`src/rtl/mem_port_arbiter.sv`:
```
// mem_port_arbiter: shares one memory port between instruction fetch and
// load/store. Fixed data-over-fetch priority with a starvation guard that
// forces a fetch grant after STARVE_LIMIT consecutive data grants. One
// transaction in flight; optional response timeout reports an error.
// Optional feature: define ARB_PERF_CNT_EN to add the per-requester stall
// counters if_stall_cnt / d_stall_cnt.
module mem_port_arbiter #(
  parameter int ADDR_W       = 64,
  parameter int DATA_W       = 64,
  parameter int STARVE_LIMIT = 4,   // 1..15
  parameter int TIMEOUT      = 16   // 0 disables, 1..255
) (
  input  logic              clk,
  input  logic              reset_n,
  // fetch requester
  input  logic              if_req,
  input  logic [ADDR_W-1:0] if_addr,
  output logic              if_gnt,
  output logic              if_rvalid,
  output logic [DATA_W-1:0] if_rdata,
  output logic              if_err,
  // load/store requester
  input  logic              d_req,
  input  logic              d_we,
  input  logic [ADDR_W-1:0] d_addr,
  input  logic [DATA_W-1:0] d_wdata,
  output logic              d_gnt,
  output logic              d_rvalid,
  output logic [DATA_W-1:0] d_rdata,
  output logic              d_err,
  // memory side
  output logic              m_req,
  output logic              m_we,
  output logic [ADDR_W-1:0] m_addr,
  output logic [DATA_W-1:0] m_wdata,
  input  logic              m_ack,
  input  logic [DATA_W-1:0] m_rdata,
  output logic              busy
`ifdef ARB_PERF_CNT_EN
  ,
  output logic [31:0]       if_stall_cnt,
  output logic [31:0]       d_stall_cnt
`endif
);

  typedef enum logic {IDLE = 1'b0, WAIT = 1'b1} state_t;
  typedef enum logic {OWN_IF = 1'b0, OWN_D = 1'b1} owner_t;

  localparam logic [3:0] STARVE_MAX = 4'(STARVE_LIMIT);
  localparam logic [7:0] TMO_LAST   = 8'((TIMEOUT == 0) ? 0 : TIMEOUT - 1);

  state_t              state, state_nxt;
  owner_t              owner;
  logic [3:0]          starve_cnt;
  logic [7:0]          tmo_cnt;
  logic                we_q;
  logic [ADDR_W-1:0]   addr_q;
  logic [DATA_W-1:0]   wdata_q;
  logic                force_if;
  logic                tmo_hit;
  logic                done;

  // Fetch wins only once data has been granted STARVE_LIMIT times in a row.
  assign force_if = if_req && (starve_cnt == STARVE_MAX);
  assign tmo_hit  = (TIMEOUT != 0) && (state == WAIT) && !m_ack && (tmo_cnt == TMO_LAST);
  // A same-cycle m_ack beats the timeout: either way the transaction ends.
  assign done     = (state == WAIT) && (m_ack || tmo_hit);

  // State register.
  always_ff @(posedge clk or negedge reset_n) begin
    if (!reset_n) state <= IDLE;
    else          state <= state_nxt;
  end

  // Arbitration and next state; grants only exist in IDLE.
  always_comb begin
    state_nxt = state;
    if_gnt    = 1'b0;
    d_gnt     = 1'b0;
    case (state)
      IDLE: begin
        d_gnt  = d_req & ~force_if;
        if_gnt = if_req & (~d_req | force_if);
        if (d_gnt || if_gnt) state_nxt = WAIT;
      end
      WAIT: begin
        if (done) state_nxt = IDLE;
      end
      default: state_nxt = IDLE;
    endcase
  end

  // Latch the granted request and its owner; run the timeout counter.
  always_ff @(posedge clk or negedge reset_n) begin
    if (!reset_n) begin
      owner   <= OWN_IF;
      we_q    <= 1'b0;
      addr_q  <= '0;
      wdata_q <= '0;
      tmo_cnt <= '0;
    end else if (d_gnt) begin
      owner   <= OWN_D;
      we_q    <= d_we;
      addr_q  <= d_addr;
      wdata_q <= d_wdata;
      tmo_cnt <= '0;
    end else if (if_gnt) begin
      owner   <= OWN_IF;
      we_q    <= 1'b0;
      addr_q  <= if_addr;
      wdata_q <= '0;
      tmo_cnt <= '0;
    end else if (state == WAIT && !m_ack) begin
      tmo_cnt <= tmo_cnt + 8'd1;
    end
  end

  // Count consecutive data grants that left a pending fetch waiting.
  always_ff @(posedge clk or negedge reset_n) begin
    if (!reset_n)                 starve_cnt <= '0;
    else if (!if_req || if_gnt)   starve_cnt <= '0;
    else if (d_gnt && starve_cnt != STARVE_MAX)
                                  starve_cnt <= starve_cnt + 4'd1;
  end

  // Response pulse to the owner; data/err hold between pulses.
  always_ff @(posedge clk or negedge reset_n) begin
    if (!reset_n) begin
      if_rvalid <= 1'b0;
      if_rdata  <= '0;
      if_err    <= 1'b0;
      d_rvalid  <= 1'b0;
      d_rdata   <= '0;
      d_err     <= 1'b0;
    end else begin
      if_rvalid <= done && (owner == OWN_IF);
      d_rvalid  <= done && (owner == OWN_D);
      if (done && owner == OWN_IF) begin
        if_rdata <= m_ack ? m_rdata : '0;
        if_err   <= ~m_ack;
      end
      if (done && owner == OWN_D) begin
        d_rdata  <= (m_ack && !we_q) ? m_rdata : '0;
        d_err    <= ~m_ack;
      end
    end
  end

  assign m_req   = (state == WAIT);
  assign m_we    = we_q;
  assign m_addr  = addr_q;
  assign m_wdata = wdata_q;
  assign busy    = (state != IDLE);

`ifdef ARB_PERF_CNT_EN
  // Saturating stall counters: cycles with a request pending but not granted.
  always_ff @(posedge clk or negedge reset_n) begin
    if (!reset_n) begin
      if_stall_cnt <= '0;
      d_stall_cnt  <= '0;
    end else begin
      if (if_req && !if_gnt && if_stall_cnt != 32'hFFFF_FFFF)
        if_stall_cnt <= if_stall_cnt + 32'd1;
      if (d_req && !d_gnt && d_stall_cnt != 32'hFFFF_FFFF)
        d_stall_cnt <= d_stall_cnt + 32'd1;
    end
  end
`endif

endmodule

```
`config.mk`:
```
export PLATFORM = sky130hd
export DESIGN_NAME = mem_port_arbiter
export DESIGN_NICKNAME = d
export VERILOG_FILES = /design/src/rtl/mem_port_arbiter.sv
export SDC_FILE = /design/constraint.sdc
export NUM_CORES = 1
export LEC_CHECK = 0
export BUFFER_PORTS_ARGS = -buffer_cell sky130_fd_sc_hd__clkbuf_2
export CAP_MARGIN = 20
export CORE_AREA = 2 2 205 207
export DETAILED_ROUTE_END_ITERATION = 10
export DIE_AREA = 0 0 207 209
export GPL_TIMING_DRIVEN = 0
export HOLD_SLACK_MARGIN = 0.15
export PLACE_DENSITY = 0.54
export SLEW_MARGIN = 10
export SYNTH_ARGS = -nofsm -noshare
export SYNTH_HDL_FRONTEND = slang
export SYNTH_SLANG_ARGS = --single-unit
```
`constraint.sdc`:
```
create_clock -name clk -period 5.2 [get_ports clk]
set_input_delay 0.52 -clock clk [delete_from_list [all_inputs] [get_ports clk]]
set_output_delay 0.52 -clock clk [all_outputs]
set_load 0.02 [all_outputs]
```
## Word-level counts from Yosys, hierarchy flattened

Index checks and enable logic that the tools add are counted.

| storage, ports and cells | value |
|---|---|
| register bits | 275 |
| latch bits | 0 |
| RAM bits | 0 |
| bits in read-only memories | 0 |
| input bits | 262 |
| output and inout bits | 265 |
| word-level logic and storage cells | 62 |
| memories | 0 |

| cells by class | value |
|---|---|
| add/subtract/negate cells | 2 |
| multipliers | 0 |
| div/mod/pow operators | 0 |
| magnitude comparators | 0 |
| equal/unequal tests | 3 |
| shift-type cells | 0 |
| mux-type cells | 19 |
| bitwise logic cells | 8 |
| reduce and logical (&&, ||, !) cells | 17 |

Operator list:

| kind | number |
|---|---|
| two-way mux 64 bit | 6 |
| two-way mux 8 bit | 3 |
| adder 8 x 1 -> 8 bit, second input constant | 1 |
| == test 8 x 4 -> 1 bit, second input constant | 1 |
| logical AND 1 bit | 8 |
| two-way mux 4 bit | 2 |
| two-way mux 1 bit | 7 |
| inverter 1 bit | 5 |
| adder 4 x 1 -> 4 bit, second input constant | 1 |
| == test 4 x 3 -> 1 bit, second input constant | 1 |
| != test 4 x 3 -> 1 bit, second input constant | 1 |
| nonzero test 2 bit | 2 |
| zero test 1 bit | 3 |
| logical OR 1 bit | 3 |
| nonzero test 3 bit | 1 |
| bitwise AND 1 bit | 2 |
| case mux 1 bit (2 select lines) | 1 |
| bitwise OR 1 bit | 1 |

## Longest topological paths before layout

| logic depth | value |
|---|---|
| word-level depth | 8 |
| depth in mapped cells | 8 |
| mapped depth without buffers | 5 |

## Worst setup path after synthesis

OpenSTA, ideal clock, no wires.

| path | value |
|---|---|
| path kind | input to output |
| start | input port d_req |
| end | output port d_gnt |
| arrival | 1.567 ns |
| data required time | 4.680 ns |
| path slack | 3.113 ns |
| cell stages on the path | 5 |
| path buffers | 4 |
| cells stage by stage | clkbuf_1 -> o211a_1 -> buf_2 -> clkbuf_1 -> buf_2 |

| on the way | value |
|---|---|
| cells in the longest elaborated chain, start to end | 2 |

Ends and longest elaborated chain:

| what | RTL line | RTL |
|---|---|---|
| start, declared | 23 | `input logic d_req,` |
| bitwise AND 1 bit | 82 | `d_gnt = d_req & ~force_if;` |
| two-way mux 1 bit | 80 | `case (state)` |
| end, declared | 27 | `output logic d_gnt,` |

No other way between the ends.

## Final worst setup path

| path | value |
|---|---|
| start | register starve_cnt[0] |
| end | output port d_gnt |

| on the way | value |
|---|---|
| cells in the longest elaborated chain, start to end | 5 |

Ends and longest elaborated chain:

| what | RTL line | RTL |
|---|---|---|
| start, declared | 54 | `logic [3:0] starve_cnt;` |
| start signal, assigned | 123 | `starve_cnt <= starve_cnt + 4'd1;` |
| == test 4 x 3 -> 1 bit | 64 | `assign force_if = if_req && (starve_cnt == STARVE_MAX);` |
| logical AND 1 bit | 64 |  |
| inverter 1 bit | 82 |  |
| bitwise AND 1 bit | 82 |  |
| two-way mux 1 bit | 80 |  |

No other way between the ends.

==> flow_results.org <==
** Status
- Run status :: finished clean

** Logic synthesis
- For this run, the number of Yosys warnings is 0.
- Synth area leaders :: dfrtp_1 60%, a221o_1 11%, and2_1 7.0%
- Number of unique standard cell types used by synthesis :: 40
- Seq cells post-synth :: between 200 and 300
- Of the post-synthesis cell area, the dominant cell type holds 0.604.
- Counting flops with a built-in enable in the synthesized netlist gives 0.
- Average footprint of a synthesized cell :: ~12 um2
- Nets in the synthesized netlist :: around 1.2k
- Synth Instances :: between 900 and 1k
- Synth area leader :: dfrtp_1
- In the synthesized netlist the dominant register cell turns out to be dfrtp_1.
- Counting flops with an async set or reset pin after synthesis yields a share of 1.00.
- After synthesis the cells add up to approximately 0.011 mm2.
- For this run, the register share of the synthesized area comes to 0.604.

** Clocking
- TritonCTS built the clock tree.
- The cell sitting at the root of the clock tree is a clkbuf_16.
- Max Buffers Root-to-Sink :: 3
- Number of buffers created by CTS :: 34
- Sinks on Clock Net :: between 200 and 300
- Resize count post-CTS :: 0
- After clock tree synthesis, the clock-pin slew on the worst setup and hold paths is 60 ps.
- Skew-Pair Late Insertion Delay :: approximately 530 ps
- The H-tree was split into 2 levels.

** GRT
- The total overflow left after global routing is 0.
- The via count of the first global-routing pass was around 10k.
- The number of antenna violations at the first check in global routing came to 4.
- Pin count of the biggest net entering global routing :: 95
- First-pass GRT wire length :: 64600 um
- Overall track demand over capacity in global routing :: 0.192

** Route
- In the routed layout, each cell is associated on average with a via count of 4.91.
- Top routing layer in use :: met5
- DRC violations left :: 0
- Final WL :: around 43000 um
- Detail Route met3 WL :: around 3400 um
- Wire per inst :: between 20 and 25 um
- In this run the remaining antenna-violating nets after routing total 0.
- Detailed routing placed a total of 20700 um of wire on met2.
- Number of design-rule violations left by the first detailed-router iteration :: 698
- The first detailed-routing pass ran for 5 iterations.
- For this block, wires on met1 add up to about 17000 um.
- The final route contains between 10k and 15k vias.

** Final layout
- Most frequent cells in the layout :: 524 x clkbuf_2, 275 x dfrtp_1, 128 x and2_1, 128 x a221o_1, 71 x inv_1
- Non-Filler Instances :: 2066
- For this run, the post-layout net count is about 1.8k.
- The area growth from synthesis to layout is 38.8%.
- The repair_antennas step left the layout with diodes totalling 0.
- In the final layout, the share of cells above drive strength 1 is 0.385.
- Most common library cell in the layout ignoring fill and taps :: clkbuf_2

** Timing
- Achievable Freq :: a little under 300 MHz
- Setup repair after global routing left no endpoint under its margin.
- Between clock sinks in the finished design, the worst skew comes to roughly 15 ps.
- The count of endpoints failing hold in the final timing report is 0.
- Number of max-slew violations in the final report :: 0
- Setup violations remaining at the end of the flow were counted as 0.
- Worst-Margin Slew :: between 900 and 1000 ps
- For the finished layout, the period the worst path requires is ~3500 ps.
- Of the available clock period, the critical path in the final layout requires 0.665.
- Headroom to the max-slew limit came out at 0.382.
- Setup Total Neg Slack :: 0 ps

** Placement
- Routability congestion estimate from global placement :: between 0.8 and 0.9
- Inst Count DP :: approximately 2k
- Hpwl dp :: between 30000 and 40000 um
- Buffers placed on the I/O ports in this run total approximately 530.

** Floorplanning
- The region available for standard cell placement spans a little over 0.04 mm2.
- Width of the chip :: between 200 and 250 um
- between 500 and 600 I/O pins were placed.
- Die area :: approximately 0.043 mm2
- For this configuration, the core starts out at a cell density of 0.276.
- Chip height :: ~210 um
- Number of cell rows :: 75

** Worst setup path
- The cell family contributing the most delay on the critical path is buffers and inverters.
- The most critical setup path has its startpoint at starve_cnt[0].
- Traced cell by cell, the critical path runs through inv_1 -> ha_1 -> nand3b_1 -> o211a_1 -> buf_2 -> clkbuf_1 -> buf_2 -> clkbuf_2.
- Capture point of the worst reg-to-reg path :: m_addr[25]
- On the worst path, the slowest cell contributes a delay of about 610 ps.
- For the worst flop-to-flop path, the logic depth is 7.
- CP most frequent cell :: buf_2
- Total stage count of the critical path :: 8
- Data on the critical path is required at its endpoint by ~4700 ps.
- Worst Path Class, Setup :: reg -> out
- WP data arrival :: between 2000 and 3000 ps
- CP Capture Type :: primary output
- Cell with the largest stage delay on the worst path :: clkbuf_1
- Following the worst setup path forward leads to its endpoint at d_gnt.
- Largest fanout on the critical path :: 10
- R2R Setup Slk :: around 2500 ps
- STA classifies the critical path startpoint as a flop.
- The worst register-to-register path begins at starve_cnt[0].
- Buf/Inv on CP :: 5

** Power and ir drop
- Power density cells :: about 520 mW/mm2
- Summing internal, switching and leakage power gives 8.17 mW.
- Largest voltage drop on the vdd net :: roughly 180 uV
- For this design the static power due to leakage is just under 8 nW.

** Min path
- The min-delay analysis places its worst path in the category in -> reg.

** Run
- Across the run, the number of max-cap violations was 0.
-- cell families (layout without fill, tap and decap cells) --
logic type,count (synthesis),count (layout),share of synthesized area
xor+xnor,2,2,0.00154
fa+ha+maj,3,3,0.00330
flops,275,275,0.604
compound gates,348,348,0.248
buf+inv,151,734,0.0539
simple gates,165,165,0.0891
-- metal layers --
layer | vias up | GRT usage
li1 | 4650 | -
met1 | 5027 | 0.239
met2 | 414 | 0.319
met3 | 52 | 0.0628
met4 | 6 | 0.0507
met5 | - | 0
-- where the power goes --
| group | internal, mW | switching [mW] | leakage (nW) |
|---|---|---|---|
| registers | 2.73 | 0.452 | 3.26 |
| logic | 1.06 | 1.64 | 4.19 |
| clock network | 1.35 | 0.936 | 0.515 |
-- stage by stage --
step	cell area (um2)	hold WS [ps]	utilization	setup WS [ps]
CTS	15800	165	0.383	1650
global placement	14700	473	0.356	-2570
floorplan	11400	224	-	3110
detailed placement	14800	469	0.357	2150
global route	15800	177	0.383	1540
finish	15800	209	0.383	1740
-- flip-flops by register name, summed over array words and instances (netlist names) --
name        flops
busy            1
d_err           1
d_rdata        64
d_rvalid        1
if_err          1
if_rdata       64
if_rvalid       1
m_addr         64
m_wdata        64
m_we            1
owner           1
starve_cnt      4
tmo_cnt         8
-- cell type report --
cell class              instances  area [um2]
fillers                      4185       25500
flip-flops and latches        275        6880
multi-input cells             518        3890
repair buffers                528        2700
clock buffers                  45         922
well taps                     539         674
plain buffers                  80         348
inverters                      71         267
clock inverters                10         126
-- cells in the mapped netlist (all sizes together) (6+ instances only) --
master and instances:
inv 71, buf 23, a22o 65, clkbuf 57, and2 128, a22oi 64, a21oi 10, o21ai 70
a221o 128, nor3 6, nor2 6, nand2 6, dfrtp 275
-- worst min-delay path by stage --
stage / from / end / cells past startpoint
2_1_floorplan: reset_n / busy / 0
3_3_place_gp: tmo_cnt[7] / tmo_cnt[7] / 1
3_5_place_dp: tmo_cnt[7] / tmo_cnt[7] / 1
4_1_cts: d_wdata[30] / m_wdata[30] / 2
5_1_grt: d_wdata[53] / m_wdata[53] / 2
6_report: d_wdata[0] / m_wdata[0] / 2
-- worst register-to-register path, cell delays in order, from the launching register on --
cell      delay (ps)
dfrtp_1          400
inv_1            110
ha_1             150
nand3b_1         150
a21oi_1          260
clkbuf_1         590
clkbuf_1         680
a221o_1          260
-- repair_timing --
item                                    CTS  global route
buffers inserted                          0             0
endpoints found under the setup margin    0             0
hold buffers                              1             0
endpoints found under the hold margin    88             0
Power figures use the tool's default switching activity.
